[src/rtl/keypad_entry_sequencer_pkg.sv]
// Shared types and constants for the keypad entry sequencer.
package keypad_entry_sequencer_pkg;
  localparam int DIGIT_W = 4;
  localparam int CNT_W   = 3;
  localparam logic [DIGIT_W-1:0] BCD_MAX = 4'd9;

  typedef enum logic [1:0] {
    IDLE  = 2'd0,
    ENTRY = 2'd1,
    LOAD  = 2'd2,
    RUN   = 2'd3
  } state_t;
endpackage

[src/rtl/keypad_entry_sequencer_if.sv]
// Keypad/timer handshake bundle; master drives requests, slave is the sequencer.
interface keypad_entry_sequencer_if #(parameter int NDIGITS = 4);
  logic                 enablen;
  logic [3:0]           code_in;
  logic                 loadn_in;
  logic                 clear_req;
  logic                 start_req;
  logic                 timer_done;
  logic [4*NDIGITS-1:0] digits_out;
  logic [2:0]           digit_cnt;
  logic                 load_timer;
  logic                 running;
  logic                 key_err;

  modport master (
    output enablen, code_in, loadn_in, clear_req, start_req, timer_done,
    input  digits_out, digit_cnt, load_timer, running, key_err
  );
  modport slave (
    input  enablen, code_in, loadn_in, clear_req, start_req, timer_done,
    output digits_out, digit_cnt, load_timer, running, key_err
  );
endinterface

[src/rtl/keypad_entry_sequencer_strobe_sync.sv]
// Two-flop synchroniser for the encoder strobe plus a registered falling-edge pulse.
module keypad_entry_sequencer_strobe_sync (
  input  logic clk,
  input  logic rst,
  input  logic strobe_n,
  output logic event_pulse
);
  logic s1, s2, s3;

  // Flops idle high so a strobe already low at reset release still makes one event.
  always_ff @(posedge clk or posedge rst) begin
    if (rst) begin
      s1          <= 1'b1;
      s2          <= 1'b1;
      s3          <= 1'b1;
      event_pulse <= 1'b0;
    end else begin
      s1          <= strobe_n;
      s2          <= s1;
      s3          <= s2;
      event_pulse <= s3 & ~s2;
    end
  end
endmodule

[src/rtl/keypad_entry_sequencer.sv]
// Turns keypad strobes into a BCD entry buffer and hands it to the countdown timer.
module keypad_entry_sequencer
  import keypad_entry_sequencer_pkg::*;
#(
  parameter int NDIGITS = 4
) (
  input  logic clk,
  input  logic rst,
  keypad_entry_sequencer_if.slave bus
);
  localparam int BUF_W = DIGIT_W * NDIGITS;

  state_t state, state_nx;
  logic   key_evt, key_live, code_ok, full;
  logic   key_ok, key_bad, clr_buf, load_go;

  keypad_entry_sequencer_strobe_sync u_sync (
    .clk         (clk),
    .rst         (rst),
    .strobe_n    (bus.loadn_in),
    .event_pulse (key_evt)
  );

  assign key_live = key_evt & ~bus.enablen;
  assign code_ok  = (bus.code_in <= BCD_MAX);
  assign full     = (bus.digit_cnt == CNT_W'(NDIGITS));

  always_ff @(posedge clk or posedge rst) begin
    if (rst) state <= IDLE;
    else     state <= state_nx;
  end

  // Priority clear > start > key; start has no effect from IDLE since nothing is entered.
  always_comb begin
    state_nx = state;
    key_ok   = 1'b0;
    key_bad  = 1'b0;
    clr_buf  = 1'b0;
    load_go  = 1'b0;
    case (state)
      IDLE: begin
        if (!bus.clear_req && key_live) begin
          if (code_ok) begin
            key_ok   = 1'b1;
            state_nx = ENTRY;
          end else begin
            key_bad  = 1'b1;
          end
        end
      end
      ENTRY: begin
        if (bus.clear_req) begin
          clr_buf  = 1'b1;
          state_nx = IDLE;
        end else if (bus.start_req) begin
          state_nx = LOAD;
        end else if (key_live) begin
          if (code_ok && !full) key_ok  = 1'b1;
          else                  key_bad = 1'b1;
        end
      end
      LOAD: begin
        if (bus.clear_req) begin
          clr_buf  = 1'b1;
          state_nx = IDLE;
        end else begin
          load_go  = 1'b1;
          state_nx = RUN;
        end
      end
      RUN: begin
        if (bus.clear_req || bus.timer_done) begin
          clr_buf  = 1'b1;
          state_nx = IDLE;
        end
      end
      default: state_nx = IDLE;
    endcase
  end

  always_ff @(posedge clk or posedge rst) begin
    if (rst) begin
      bus.digits_out <= '0;
      bus.digit_cnt  <= '0;
    end else if (clr_buf) begin
      bus.digits_out <= '0;
      bus.digit_cnt  <= '0;
    end else if (key_ok) begin
      bus.digits_out <= {bus.digits_out[BUF_W-DIGIT_W-1:0], bus.code_in};
      bus.digit_cnt  <= bus.digit_cnt + 3'd1;
    end
  end

  // The load pulse lines up with the first RUN cycle; buffer is frozen by then.
  always_ff @(posedge clk or posedge rst) begin
    if (rst) begin
      bus.load_timer <= 1'b0;
      bus.key_err    <= 1'b0;
      bus.running    <= 1'b0;
    end else begin
      bus.load_timer <= load_go;
      bus.key_err    <= key_bad;
      bus.running    <= (state_nx == RUN);
    end
  end
endmodule

[src/flat_wrapper.sv]
// flat-port wrapper written by rule: the top's interface ports become plain ports
module keypad_entry_sequencer_flat import keypad_entry_sequencer_pkg::*;
#(
  parameter int NDIGITS = 4
)
  (clk, rst, bus_enablen, bus_code_in, bus_loadn_in, bus_clear_req, bus_start_req, bus_timer_done, bus_digits_out, bus_digit_cnt, bus_load_timer, bus_running, bus_key_err);
  keypad_entry_sequencer_if #(.NDIGITS(NDIGITS)) bus_i ();
  input  logic clk;
  input  logic rst;
  input wire logic [$bits(bus_i.enablen)-1:0] bus_enablen;
  input wire logic [$bits(bus_i.code_in)-1:0] bus_code_in;
  input wire logic [$bits(bus_i.loadn_in)-1:0] bus_loadn_in;
  input wire logic [$bits(bus_i.clear_req)-1:0] bus_clear_req;
  input wire logic [$bits(bus_i.start_req)-1:0] bus_start_req;
  input wire logic [$bits(bus_i.timer_done)-1:0] bus_timer_done;
  output wire logic [$bits(bus_i.digits_out)-1:0] bus_digits_out;
  output wire logic [$bits(bus_i.digit_cnt)-1:0] bus_digit_cnt;
  output wire logic [$bits(bus_i.load_timer)-1:0] bus_load_timer;
  output wire logic [$bits(bus_i.running)-1:0] bus_running;
  output wire logic [$bits(bus_i.key_err)-1:0] bus_key_err;
  assign bus_i.enablen = bus_enablen;
  assign bus_i.code_in = bus_code_in;
  assign bus_i.loadn_in = bus_loadn_in;
  assign bus_i.clear_req = bus_clear_req;
  assign bus_i.start_req = bus_start_req;
  assign bus_i.timer_done = bus_timer_done;
  assign bus_digits_out = bus_i.digits_out;
  assign bus_digit_cnt = bus_i.digit_cnt;
  assign bus_load_timer = bus_i.load_timer;
  assign bus_running = bus_i.running;
  assign bus_key_err = bus_i.key_err;
  keypad_entry_sequencer #(.NDIGITS(NDIGITS)) u_core (.clk(clk), .rst(rst), .bus(bus_i));
endmodule
[config.mk]
export PLATFORM = sky130hd
export DESIGN_NAME = keypad_entry_sequencer_flat
export DESIGN_NICKNAME = d
export VERILOG_FILES = /design/src/rtl/keypad_entry_sequencer_pkg.sv /design/src/rtl/keypad_entry_sequencer_if.sv /design/src/rtl/keypad_entry_sequencer_strobe_sync.sv /design/src/rtl/keypad_entry_sequencer.sv /design/src/flat_wrapper.sv
export SDC_FILE = /design/constraint.sdc
export NUM_CORES = 1
export LEC_CHECK = 0
export CORE_MARGIN = 2
export CORE_UTILIZATION = 52
export DETAILED_ROUTE_END_ITERATION = 7
export PLACE_DENSITY = 0.82
export SYNTH_ARGS = -nofsm -noshare
export SYNTH_HDL_FRONTEND = slang
export SYNTH_SLANG_ARGS = --single-unit
[constraint.sdc]
create_clock -name clk -period 2.4 [get_ports clk]
set_input_delay 0.48 -clock clk [delete_from_list [all_inputs] [get_ports clk]]
set_output_delay 0.48 -clock clk [all_outputs]
set_load 0.005 [all_outputs]
Word level (Yosys, flattened, before mapping)
Cells that the tools add are included.
{"block": "word_totals", "ff_bits": 28, "output_inout_bits": 22, "word_cells": 59}
{"block": "op_classes", "n_addsub": 1, "magnitude_cmp": 1, "n_eq_ne": 5, "mux": 30, "n_bitwise": 4, "reduce_logical": 8}
{"op": "$mux 16", "count": 2}
{"op": "$mux 1", "count": 16}
{"op": "$mux 2", "count": 6}
{"op": "$pmux 2 s4", "count": 1}
{"op": "$eq 2x2->1 const B", "count": 3}
{"op": "$mux 3", "count": 2}
{"op": "$pmux 1 s2", "count": 3}
{"op": "$le 4x4->1 const B", "count": 1}
{"op": "$add 3x1->3 const B", "count": 1}
{"op": "$eq 3x3->1 const B", "count": 1}
{"op": "$and 1x1->1", "count": 2}
{"op": "$eq 2x1->1 const B", "count": 1}
{"op": "$logic_and 1x1->1", "count": 2}
{"op": "$logic_not 1->1", "count": 2}
{"op": "$logic_not 2->1", "count": 1}
{"op": "$not 1->1", "count": 2}
{"op": "$reduce_bool 2->1", "count": 1}
{"op": "$reduce_or 2->1", "count": 1}
{"op": "$logic_or 1x1->1", "count": 1}

Depth between registers and ports, before layout
Gate-level depths: netlist of run 1.
{"block": "logic_depth", "word_depth": 10, "mapped_depth": 7, "ltp_nobuf": 6}

Hierarchy
From an unflattened synthesis of run 1, not the netlist that was laid out.
{"block": "hier_totals", "cells_unflattened": 117, "hier_area_um2": 1312.5}
{"module": "keypad_entry_sequencer", "n_inst": 1, "cells_each": 111, "area_each_um2": 1191.1, "seq_area_each_um2": 600.6}
{"module": "keypad_entry_sequencer_strobe_sync", "n_inst": 1, "cells_each": 6, "area_each_um2": 121.4, "seq_area_each_um2": 103.8}

Least setup slack after synthesis of run 1
Ideal clock, no wire load.
{"block": "synth_path", "path_type": "reg-to-reg", "start": "reg u_core.state[0]", "end": "reg u_core.bus.digit_cnt[0]", "setup_time_ns": 0.083, "arrival_time_ns": 1.548, "required_ns": 2.317, "setup_slack_ns": 0.770, "stages_incl_launch_ff": 7, "path_buffers": 0, "period_less_slack_ns": 1.630, "cell_sequence": "dfrtp_1 > inv_1 > ha_1 > o21ai_0 > a21oi_1 > or4_1 > o21ai_0"}
{"block": "synth_between", "elab_chain_len": 4, "elab_cells_between_ends": 9, "classes_between": "eq/ne (3); mux (3); reduce/logical (3)"}
{"element": "start: declaration", "line_no": "keypad_entry_sequencer.sv:13", "source": "state_t state, state_nx;"}
{"element": "start signal: assignment", "line_no": "keypad_entry_sequencer.sv:30", "source": "else state <= state_nx;"}
{"element": "$eq 2x1->1 or $eq 2x2->1 (tied branches)", "line_no": "keypad_entry_sequencer.sv:40", "source": "case (state)"}
{"element": "$reduce_or 2->1 (no source line)"}
{"element": "$pmux 1 s2", "line_no": "keypad_entry_sequencer.sv:40"}
{"element": "$mux 3 or $reduce_bool 2->1 (tied branches)"}
{"element": "end signal: assignment", "line_no": "keypad_entry_sequencer.sv:90", "source": "bus.digit_cnt <= bus.digit_cnt + 3'd1;"}
{"element": "end: declaration", "line_no": "keypad_entry_sequencer_if.sv:21", "source": "output digits_out, digit_cnt, load_timer, running, key_err"}
Several ways; a longest one is shown, not always the timed one.
A chain may end at the register's enable or synchronous reset.

Worst setup path after layout of run 1
{"block": "layout_path", "start": "reg u_core.state[1]", "end": "reg u_core.bus.digits_out[14]"}
{"block": "layout_between", "elab_chain_len": 4, "elab_cells_between_ends": 9, "classes_between": "eq/ne (3); mux (3); reduce/logical (3)"}
{"element": "$eq 2x1->1 or $eq 2x2->1 (tied branches)", "line_no": "keypad_entry_sequencer.sv:40"}
{"element": "$reduce_or 2->1 (no source line)"}
{"element": "$pmux 1 s2", "line_no": "keypad_entry_sequencer.sv:40"}
{"element": "$mux 16 or $reduce_bool 2->1 (tied branches)"}
{"element": "end signal: assignment", "line_no": "keypad_entry_sequencer.sv:89", "source": "bus.digits_out <= {bus.digits_out[BUF_W-DIGIT_W-1:0], bus.code_in};"}
{"element": "end: declaration", "line_no": "keypad_entry_sequencer_if.sv:21"}
Several ways; a longest one is shown, not always the timed one.

==> qor.csv, run 1 <==
stage,metric,value,unit
power_and_ir_drop,powerDensity,887.5,nW/um^2
sta,maxSlewViolCount,0,
critical_path,worstSetupStartpoint,u_core.state[1],
die,start_util,0.5459,
logic_synthesis,ys_seq_area_frac,0.5257,
logic_synthesis,netlist_area,1340,sq um
global_routing,antenna_found_initial,0,
critical_path,cp_max_fo,23,
die,die_w,54.77,um
critical_path,reg2reg_slack,300,ps
routing,drtAntennaViolNets,0,
sta,worst_slack,295.9,ps
global_routing,grt-ovfl-total,0,
cells_and_area,drive_above_1_share,0.1118,
routing,drt-initial-drc-count,14,
placed_design,gp_congestion,0.7786,
routing,wl,2673,um
cells_and_area,fillers,196,
sta,maxSlewHeadroom,0.5427,
global_routing,grt_pass1_vias,1030,
critical_path,crit_path_end_kind,register,
clocking,cts_sinks,28,
routing,firstDrtPassIters,4,
critical_path,crit_end,u_core.bus.digits_out[14],
clocking,cts_tree,yes,
routing,vias,993,
clocking,clockBufferDepth,2,
logic_synthesis,synth_edf_count,0,
placed_design,place.port_buffers,32,
cells_and_area,fin_area,1719,sq um
clocking,cts_setup_buffers,0,
hold_path,hold_class,register to register,
clocking,insertion_delay,320,ps
logic_synthesis,ys_warn_count,0,
critical_path,worstPathArrival,2340,ps
clocking,numCtsBuffers,3,
run_status,status,"complete, no violations",
routing,post_drt_wl_per_cell,14.69,um
placed_design,dp_hpwl,1985,um
critical_path,path_cells,inv_1 > ha_1 > o21ai_0 > a21o_1 > nand2_1 > mux2i_1,
clocking,cts_resized,0,
power_and_ir_drop,irDropWorstVdd,0.6091,mV
global_routing,grt_max_degree,29,
clocking,path_clk_slew,140,ps
routing,drc_errors,0,
sta,fmax,0.4753,GHz
sta,fin_skew,6.247,ps
sta,setup_viol,0,
die,die_h,54.77,um
die,core_area,2455,sq um
critical_path,r2r_end,u_core.bus.digits_out[14],
global_routing,grt_pass1_wl,4471,um
sta,hold_viol,0,
die,row_count,18,
placed_design,placed_cell_area,1683,sq um
cells_and_area,syn2layout_area_growth,28.29,%
flow_run,drv_cap,0,
logic_synthesis,ys.flop_type,dfrtp_1,
sta,timing.final.crit_share,0.8767,
logic_synthesis,syn_avg_cell_area,11.36,sq um
routing,avgViaCountPerCell,5.456,
critical_path,slowest_stage,a21o_1,
sta,worst_pin_slew,686.0,ps
logic_synthesis,synth_seq_cells,28,
clocking,htreeDepth,1,
cells_and_area,antenna_cells,0,
critical_path,required,2640,ps
critical_path,worstSetupStartpointType,register,
die,pin_count,33,
die,dieArea,2999,sq um
global_routing,gr-usage-all-layers,0.2092,
sta,tns,0,ps
logic_synthesis,yosysUniqueCellTypes,33,
critical_path,ff2ff_path_depth,6,
logic_synthesis,netlist_instances,118,
logic_synthesis,synthArstFlopShare,1.000,
clocking,ctsHoldBuffers,0,
power_and_ir_drop,leakage,0.7298,nW
clocking,root_buffer,clkbuf_4,
critical_path,cpPeakStageDelay,600,ps
sta,post-route-min-period,2104,ps
cells_and_area,fin_nets,170,
logic_synthesis,synth_fp_nets,135,
placed_design,post-place-ws,227.0,ps
critical_path,critPathKind,register to register,
critical_path,r2r_start,u_core.state[1],
sta,rsz0062_at_grt,false,
cell usage after synthesis, types with 2 or more instances:
| master | count | area share |
|---|---|---|
| a21oi_1 | 3 | 0.011 |
| buf_2 | 3 | 0.011 |
| dfrtp_1 | 25 | 0.47 |
| dfstp_2 | 3 | 0.059 |
| ha_1 | 6 | 0.056 |
| inv_1 | 7 | 0.020 |
| mux2i_1 | 16 | 0.12 |
| nand2_1 | 24 | 0.067 |
| nor2b_1 | 5 | 0.023 |
| o21ai_0 | 2 | 0.0075 |
| or4_1 | 2 | 0.011 |
metrics by stage:
step / power (mW) / utilization / hold slack, ps / std cells
5_1_grt: 1.638 / 0.7003 / 378.5 / 182
2_1_floorplan: 0.9651 / - / 345.2 / 118
3_5_place_dp: 1.309 / 0.6855 / 351.1 / 178
3_3_place_gp: 1.274 / 0.6855 / 346.7 / 178
4_1_cts: 1.541 / 0.7003 / 371.0 / 182
6_report: 1.526 / 0.7003 / 368.8 / 182
layout by cell type, fill, tap and decap left out, types with 2 or more instances in the layout:
master           count
o21ai_0              2
clkbuf_4             3
nand2_1             24
nor2b_1              5
or4_1                2
a21oi_1              3
inv_1                7
dfstp_2              3
clkdlybuf4s50_1     32
mux2i_1             16
dfrtp_1             25
ha_1                 6
buf_4                2
cells by family after synthesis:
group / Yosys count / share of synthesized area
muxes: 16 / 0.1195
and+or+nand+nor: 41 / 0.1615
AOI/OAI and AO/OA: 16 / 0.09524
DFF: 28 / 0.5257
buffers and inverters: 11 / 0.04201
adders and majority gates: 6 / 0.05602
critical path, delay by kind of cell (launching register included):
family / cells / cell delay [ps]
buffers and inverters: 1 / 100
multiplexers: 1 / 210
AO/OA/AOI/OAI: 2 / 820
AND/OR/NAND/NOR: 1 / 160
adder cells (fa/ha/maj): 1 / 280
flip-flops: 1 / 460
flip-flops by register name (all words and copies together) (netlist names):
name                       cells
u_core.state                   2
u_core.u_sync.s1               1
u_core.u_sync.event_pulse      1
u_core.bus.digit_cnt           3
u_core.bus.key_err             1
u_core.u_sync.s2               1
u_core.bus.running             1
u_core.u_sync.s3               1
u_core.bus.load_timer          1
u_core.bus.digits_out         16
metal layers:
metal / vias to the layer above / part of all wire / GRT usage
li1: 477 / - / -
met1: 486 / 0.43 / 0.2500
met2: 28 / 0.52 / 0.3869
met3: 2 / 0.047 / 0.02459
met4: 0 / 0.0037 / 0.06250
met5: - / 0 / 0
worst min path at each step:
stage,slack [ps],to,depth (start not counted),start
finish,370,u_core.u_sync.s2,0,u_core.u_sync.s1
detailed placement,350,u_core.u_sync.s2,0,u_core.u_sync.s1
CTS,370,u_core.u_sync.s2,0,u_core.u_sync.s1
floorplan,350,u_core.u_sync.s2,0,u_core.u_sync.s1
global placement,350,u_core.u_sync.s2,0,u_core.u_sync.s1
global route,380,u_core.u_sync.s2,0,u_core.u_sync.s1
final cells by class:
cell class	instances	area [sq um]	area share
repair buffers	34	335.3	0.1951
well taps	30	37.54	0.02183
flip-flops and latches	28	704.4	0.4098
inverters	7	26.28	0.01528
multi-input cells	79	579.3	0.3370
clock buffers	4	36.28	0.02111
power by group:
part           total, mW  internal [mW]  switching (mW)  leakage (nW)
Sequential         0.703          0.603           0.100         0.364
Combinational      0.597          0.344           0.253         0.345
Clock              0.225         0.0927           0.133        0.0210
Total               1.53           1.04           0.486         0.730
Note: power is estimated with default switching activity, not from simulation.
==> inputs of run 2 (changes only) <==
--- a/config.mk
+++ b/config.mk
@@ -8,6 +8,7 @@
 export CORE_MARGIN = 2
 export CORE_UTILIZATION = 52
 export DETAILED_ROUTE_END_ITERATION = 7
+export GPL_TIMING_DRIVEN = 0
 export PLACE_DENSITY = 0.82
 export SYNTH_ARGS = -nofsm -noshare
 export SYNTH_HDL_FRONTEND = slang
==> run 2 against run 1 <==
Hold slack got worse by 1.8 ps. Clock power hardly changed. Sequential power fell by 1%. Register-to-register slack improved by 210 ps. Global-route usage increased by 0.43 points. Final cell count increased by 1.1%. Final area is 0.87% higher. Critical path depth unchanged. Non-clock buffer count grew 2. Clock skew shrank 1.8 ps. Combinational power barely moved.
==> qor.csv, run 2 (synthesized netlist as in run 1, its figures left out) <==
stage,metric,value,unit,change
routing,wl,2735,um,was 2673 um
run_status,status,"complete, no violations",,unchanged
sta,maxSlewHeadroom,0.2997,,was 0.5427
placed_design,gp_congestion,0.7887,,was 0.7786
global_routing,antenna_found_initial,0,,unchanged
sta,tns,0,ps,unchanged
die,core_area,2455,sq um,unchanged
routing,avgViaCountPerCell,5.571,,was 5.456
critical_path,worstSetupStartpointType,primary input,,was register
sta,timing.final.crit_share,0.7962,,was 0.8767
global_routing,grt_max_degree,29,,unchanged
clocking,numCtsBuffers,3,,unchanged
die,row_count,18,,unchanged
sta,fmax,0.5233,GHz,was 0.4753 GHz
cells_and_area,largest_register_ffs,16,,unchanged
cells_and_area,antenna_cells,0,,unchanged
cells_and_area,largest-register,u_core.bus.digits_out,,unchanged
routing,drt-initial-drc-count,27,,was 14
placed_design,placed_cell_area,1698,sq um,was 1683 sq um
clocking,htreeDepth,1,,unchanged
cells_and_area,layout_common_cells,"32 x clkdlybuf4s50_1, 25 x dfrtp_1, 24 x nand2_1, 16 x mux2i_1, 7 x inv_1",,unchanged
clocking,root_buffer,clkbuf_4,,unchanged
routing,drc_errors,0,,unchanged
power_and_ir_drop,irDropWorstVdd,0.5894,mV,was 0.6091 mV
cells_and_area,fin_area,1734,sq um,was 1719 sq um
sta,worst_pin_slew,1049,ps,was 686.0 ps
placed_design,dp_hpwl,2059,um,was 1985 um
routing,post_drt_wl_per_cell,14.86,um,was 14.69 um
cells_and_area,drive_above_1_share,0.1234,,was 0.1118
global_routing,gr-usage-all-layers,0.2135,,was 0.2092
critical_path,required,2650,ps,was 2640 ps
global_routing,grt_pass1_wl,4533,um,was 4471 um
sta,maxSlewViolCount,0,,unchanged
cells_and_area,fin_nets,172,,was 170
global_routing,grt-ovfl-total,0,,unchanged
sta,hold_viol,0,,unchanged
cells_and_area,reg.largest.list,"u_core.bus.digits_out x16, u_core.bus.digit_cnt x3, u_core.state x2",,unchanged
power_and_ir_drop,powerDensity,876.9,nW/um^2,was 887.5 nW/um^2
placed_design,place.port_buffers,32,,unchanged
die,die_h,54.77,um,unchanged
die,dieArea,2999,sq um,unchanged
routing,firstDrtPassIters,4,,unchanged
clocking,insertion_delay,320,ps,about the same
critical_path,critPathKind,primary input to register,,was register to register
critical_path,worstPathArrival,2160,ps,was 2340 ps
clocking,cts_resized,0,,unchanged
clocking,cts_sinks,28,,unchanged
sta,rsz0062_at_grt,false,,unchanged
clocking,ctsHoldBuffers,0,,unchanged
flow_run,drv_cap,0,,unchanged
critical_path,cp_max_fo,10,,was 23
die,pin_count,33,,unchanged
clocking,clockBufferDepth,2,,unchanged
die,die_w,54.77,um,unchanged
hold_path,hold_class,register to register,,unchanged
sta,setup_viol,0,,unchanged
routing,vias,1025,,was 993
sta,post-route-min-period,1911,ps,was 2104 ps
sta,fin_skew,4.415,ps,was 6.247 ps
critical_path,crit_path_end_kind,register,,unchanged
clocking,cts_setup_buffers,0,,unchanged
routing,drtAntennaViolNets,0,,unchanged
cells_and_area,fillers,177,,was 196
cells_and_area,postLayoutCoreUtil,0.7064,,was 0.7003
die,start_util,0.5459,,unchanged
cells_and_area,syn2layout_area_growth,29.41,%,was 28.29%
clocking,path_clk_slew,140,ps,about the same
clocking,cts_tree,yes,,unchanged
cells_and_area,layout_commonest_cell,clkdlybuf4s50_1,,unchanged
global_routing,grt_pass1_vias,1036,,was 1030
power_and_ir_drop,leakage,0.7341,nW,was 0.7298 nW
run 2: through the flow:
stage | hold slack (ps) | std cells | total power, mW | setup slack [ps]
after floorplan | 345.2 | 118 | 0.9651 | 769.8
after global placement | 347.7 | 180 | 1.273 | 219.8
after detailed placement | 348.8 | 180 | 1.314 | 171.6
after CTS | 368.2 | 184 | 1.542 | 502.2
after global routing | 369.6 | 184 | 1.635 | 369.0
final | 367.0 | 184 | 1.521 | 489.2
run 2: cell type report:
| cell class | instances | area [sq um] | area share |
|---|---|---|---|
| clock buffers | 4 | 36.28 | 0.02092 |
| inverters | 7 | 26.28 | 0.01515 |
| plain buffers | 4 | 30.03 | 0.01732 |
| multi-input cells | 79 | 579.3 | 0.3341 |
| well taps | 30 | 37.54 | 0.02165 |
| flip-flops and latches | 28 | 704.4 | 0.4062 |
| repair buffers | 32 | 320.3 | 0.1847 |
run 2: power by group:
part           internal (mW)  switching, mW  total, mW
Clock                 0.0929          0.132      0.225
Sequential             0.603         0.0933      0.696
Combinational          0.346          0.254      0.600
Total                   1.04          0.479       1.52
run 2: worst max-delay path, stage by stage:
cell and delay (ps):
clkdlybuf4s50_1 530, nor3b_2 290, nand2_2 140, nor2_4 300, buf_8 200, mux2i_1 210
run 2: layer usage:
metal	global-route usage	part of all wire	vias to the layer above
li1	-	-	477
met1	0.2774	0.47	507
met2	0.3313	0.45	37
met3	0.05738	0.063	4
met4	0.09583	0.012	0
met5	0	0	-
run 2: worst paths after layout:
kind / depth (start not counted) / endpoint / startpoint / slack (ps)
min in group asynchronous: 2 / u_core.bus.digits_out[7] / rst / 690
max in group asynchronous: 2 / u_core.bus.digits_out[15] / rst / 1080
worst min-delay path: 0 / u_core.u_sync.s2 / u_core.u_sync.s1 / 370
worst max-delay path: 6 / u_core.bus.digits_out[10] / bus_clear_req / 490
worst min register to register: 0 / u_core.u_sync.s2 / u_core.u_sync.s1 / 370
worst max register to register: 7 / u_core.bus.digits_out[10] / u_core.state[1] / 510
==> inputs of run 3 (changes only) <==
--- a/config.mk
+++ b/config.mk
@@ -6,10 +6,10 @@
 export NUM_CORES = 1
 export LEC_CHECK = 0
 export CORE_MARGIN = 2
-export CORE_UTILIZATION = 52
+export CORE_UTILIZATION = 48
 export DETAILED_ROUTE_END_ITERATION = 7
 export GPL_TIMING_DRIVEN = 0
-export PLACE_DENSITY = 0.82
+export PLACE_DENSITY = 0.76
 export SYNTH_ARGS = -nofsm -noshare
 export SYNTH_HDL_FRONTEND = slang
 export SYNTH_SLANG_ARGS = --single-unit
==> constraint.sdc (replaced) <==
create_clock -name clk -period 1.8 [get_ports clk]
set_input_delay 0.36 -clock clk [delete_from_list [all_inputs] [get_ports clk]]
set_output_delay 0.36 -clock clk [all_outputs]
set_load 0.005 [all_outputs]
==> run 3 against run 2 <==
Sequential cell count unchanged. Hold slack better by 5.3 ps. Combinational power up 39%. Critical endpoint is now u_core.bus.running. Largest power group unchanged.
==> qor.csv, run 3 (synthesized netlist as in run 1, its figures left out) <==
stage,metric,value,unit,change
sta,maxSlewViolCount,0,,unchanged
power_and_ir_drop,leakage,0.7817,nW,was 0.7341 nW
global_routing,antenna_found_initial,0,,unchanged
sta,hold_viol,0,,unchanged
hold_path,hold_class,register to register,,unchanged
sta,fmax,0.5776,GHz,
critical_path,worstPathArrival,1950,ps,was 2160 ps
sta,setup_viol,0,,unchanged
routing,wl,2763,um,was 2735 um
placed_design,dp_hpwl,1972,um,was 2059 um
routing,drt-initial-drc-count,30,,was 27
critical_path,crit_path_end_kind,register,,unchanged
cells_and_area,fin_nets,179,,was 172
cells_and_area,antenna_cells,0,,unchanged
hold_path,hp-start,u_core.u_sync.s1,,unchanged
global_routing,gr-usage-all-layers,0.1862,,was 0.2135
clocking,htreeDepth,1,,unchanged
critical_path,path_cells,buf_4 > ha_1 > a211o_2 > o31a_2 > a32o_1 > nor3b_1,,was clkdlybuf4s50_1 > nor3b_2 > nand2_2 > nor2_4 > buf_8 > mux2i_1
clocking,cts_sinks,28,,unchanged
die,core_area,2710,sq um,was 2455 sq um
routing,firstDrtPassIters,5,,was 4
hold_path,whs_path_depth,0,,unchanged
clocking,path_clk_slew,150,ps,was 140 ps
cells_and_area,syn2layout_area_growth,36.79,%,was 29.41%
flow_run,drv_cap,0,,unchanged
die,start_util,0.4945,,was 0.5459
die,pin_count,33,,unchanged
routing,drtAntennaViolNets,0,,unchanged
critical_path,r2r_end,u_core.bus.running,,was u_core.bus.digits_out[10]
critical_path,worstSetupStartpoint,u_core.state[1],,was bus_clear_req
sta,maxSlewHeadroom,0.3103,,was 0.2997
cells_and_area,largest-register,u_core.bus.digits_out,,unchanged
cells_and_area,layout_common_cells,"32 x clkdlybuf4s50_1, 24 x nand2_1, 24 x dfrtp_1, 16 x mux2i_1, 8 x buf_4",,"was 32 x clkdlybuf4s50_1, 25 x dfrtp_1, 24 x nand2_1, 16 x mux2i_1, 7 x inv_1"
die,die_h,56.84,um,was 54.77 um
critical_path,critPathKind,register to register,,was primary input to register
critical_path,cp_max_fo,4,,was 10
routing,avgViaCountPerCell,5.344,,was 5.571
placed_design,post-place-ws,-284.7,ps,was 171.6 ps
cells_and_area,reg.largest.list,"u_core.bus.digits_out x16, u_core.bus.digit_cnt x3, u_core.state x2",,unchanged
clocking,numCtsBuffers,3,,unchanged
global_routing,grt_pass1_vias,1024,,was 1036
placed_design,gp_congestion,0.7126,,was 0.7887
cells_and_area,fillers,218,,was 177
routing,drc_errors,0,,unchanged
routing,post_drt_wl_per_cell,14.39,um,was 14.86 um
global_routing,grt-ovfl-total,0,,unchanged
sta,worst_pin_slew,1033,ps,was 1049 ps
sta,worst_slack,68.64,ps,was 489.2 ps
power_and_ir_drop,finalPower,2.169,mW,was 1.521 mW
clocking,insertion_delay,330,ps,was 320 ps
sta,fin_skew,7.141,ps,was 4.415 ps
sta,timing.final.crit_share,0.9619,,
placed_design,place.port_buffers,32,,unchanged
critical_path,ff2ff_path_depth,6,,was 7
die,row_count,19,,was 18
critical_path,cp.buffers_inverters,1,,was 2
critical_path,critPathTopFamily,compound AO/OA/AOI/OAI gates,,was buffers and inverters
hold_path,hold_path_end,u_core.u_sync.s2,,unchanged
critical_path,cpPeakStageDelay,440,ps,was 530 ps
critical_path,slowest_stage,dfrtp_1,,was clkdlybuf4s50_1
sta,tns,0,ps,unchanged
routing,vias,1026,,was 1025
critical_path,worstSetupStartpointType,register,,was primary input
clocking,ctsHoldBuffers,0,,unchanged
clocking,cts_tree,yes,,unchanged
cells_and_area,largest_register_ffs,16,,unchanged
global_routing,grt_max_degree,29,,unchanged
power_and_ir_drop,irDropWorstVdd,0.8636,mV,was 0.5894 mV
critical_path,reg2reg_slack,70,ps,was 510 ps
cells_and_area,drive_above_1_share,0.1925,,was 0.1234
die,die_w,56.84,um,was 54.77 um
critical_path,required,2020,ps,was 2650 ps
die,dieArea,3230,sq um,was 2999 sq um
run_status,status,"complete, no violations",,unchanged
clocking,root_buffer,clkbuf_4,,unchanged
cells_and_area,layout_commonest_cell,clkdlybuf4s50_1,,unchanged
global_routing,grt_pass1_wl,4664,um,was 4533 um
clocking,clockBufferDepth,2,,unchanged
critical_path,r2r_start,u_core.state[1],,unchanged
power_and_ir_drop,powerDensity,1184,nW/um^2,was 876.9 nW/um^2
sta,rsz0062_at_grt,false,,unchanged
sta,post-route-min-period,1731,ps,
-- run 3: timing repair --
action,4_1_cts,5_1_grt
hold endpoints to repair,0,0
pin swaps,1,4
setup endpoints to repair,15,18
buffers inserted,4,3
resized for setup,3,8
-- run 3: per-layer routing --
layer  vias up  global-route usage  share of wire
met5         -                   0              0
met4         0             0.05980         0.0083
met3         4             0.03456          0.050
met2        28              0.3306           0.52
met1       505              0.2272           0.42
li1        489                   -              -
-- run 3: stage by stage --
step | area, sq um | util | hold WS, ps | std cells
after floorplan | 1340 | - | 345.2 | 118
after global placement | 1699 | 0.6270 | 345.9 | 181
after detailed placement | 1699 | 0.6270 | 354.1 | 181
after CTS | 1787 | 0.6593 | 374.3 | 189
after global routing | 1833 | 0.6764 | 375.6 | 192
final | 1833 | 0.6764 | 372.4 | 192
-- run 3: where the power goes --
part | switching (mW) | internal, mW | total (mW)
Sequential | 0.121 | 0.805 | 0.926
Clock | 0.184 | 0.225 | 0.409
Combinational | 0.343 | 0.491 | 0.834
-- run 3: worst max path at each step --
| stage | depth (start not counted) | to | slack [ps] |
|---|---|---|---|
| finish | 6 | u_core.bus.running | 70 |
| global route | 6 | u_core.bus.digit_cnt[0] | 4 |
| CTS | 6 | u_core.bus.digit_cnt[2] | 40 |
| detailed placement | 6 | u_core.bus.digits_out[13] | -280 |
| global placement | 6 | u_core.bus.digits_out[11] | -260 |
| floorplan | 6 | u_core.bus.digit_cnt[0] | 170 |
-- run 3: cell type report --
| cell class | count | area (sq um) | area share |
|---|---|---|---|
| plain buffers | 4 | 37.54 | 0.02048 |
| clock buffers | 3 | 22.52 | 0.01229 |
| clock inverters | 1 | 30.03 | 0.01638 |
| inverters | 7 | 26.28 | 0.01433 |
| multi-input cells | 79 | 595.6 | 0.3249 |
| flip-flops and latches | 28 | 705.7 | 0.3850 |
| well taps | 31 | 38.79 | 0.02116 |
| repair buffers | 39 | 376.6 | 0.2055 |
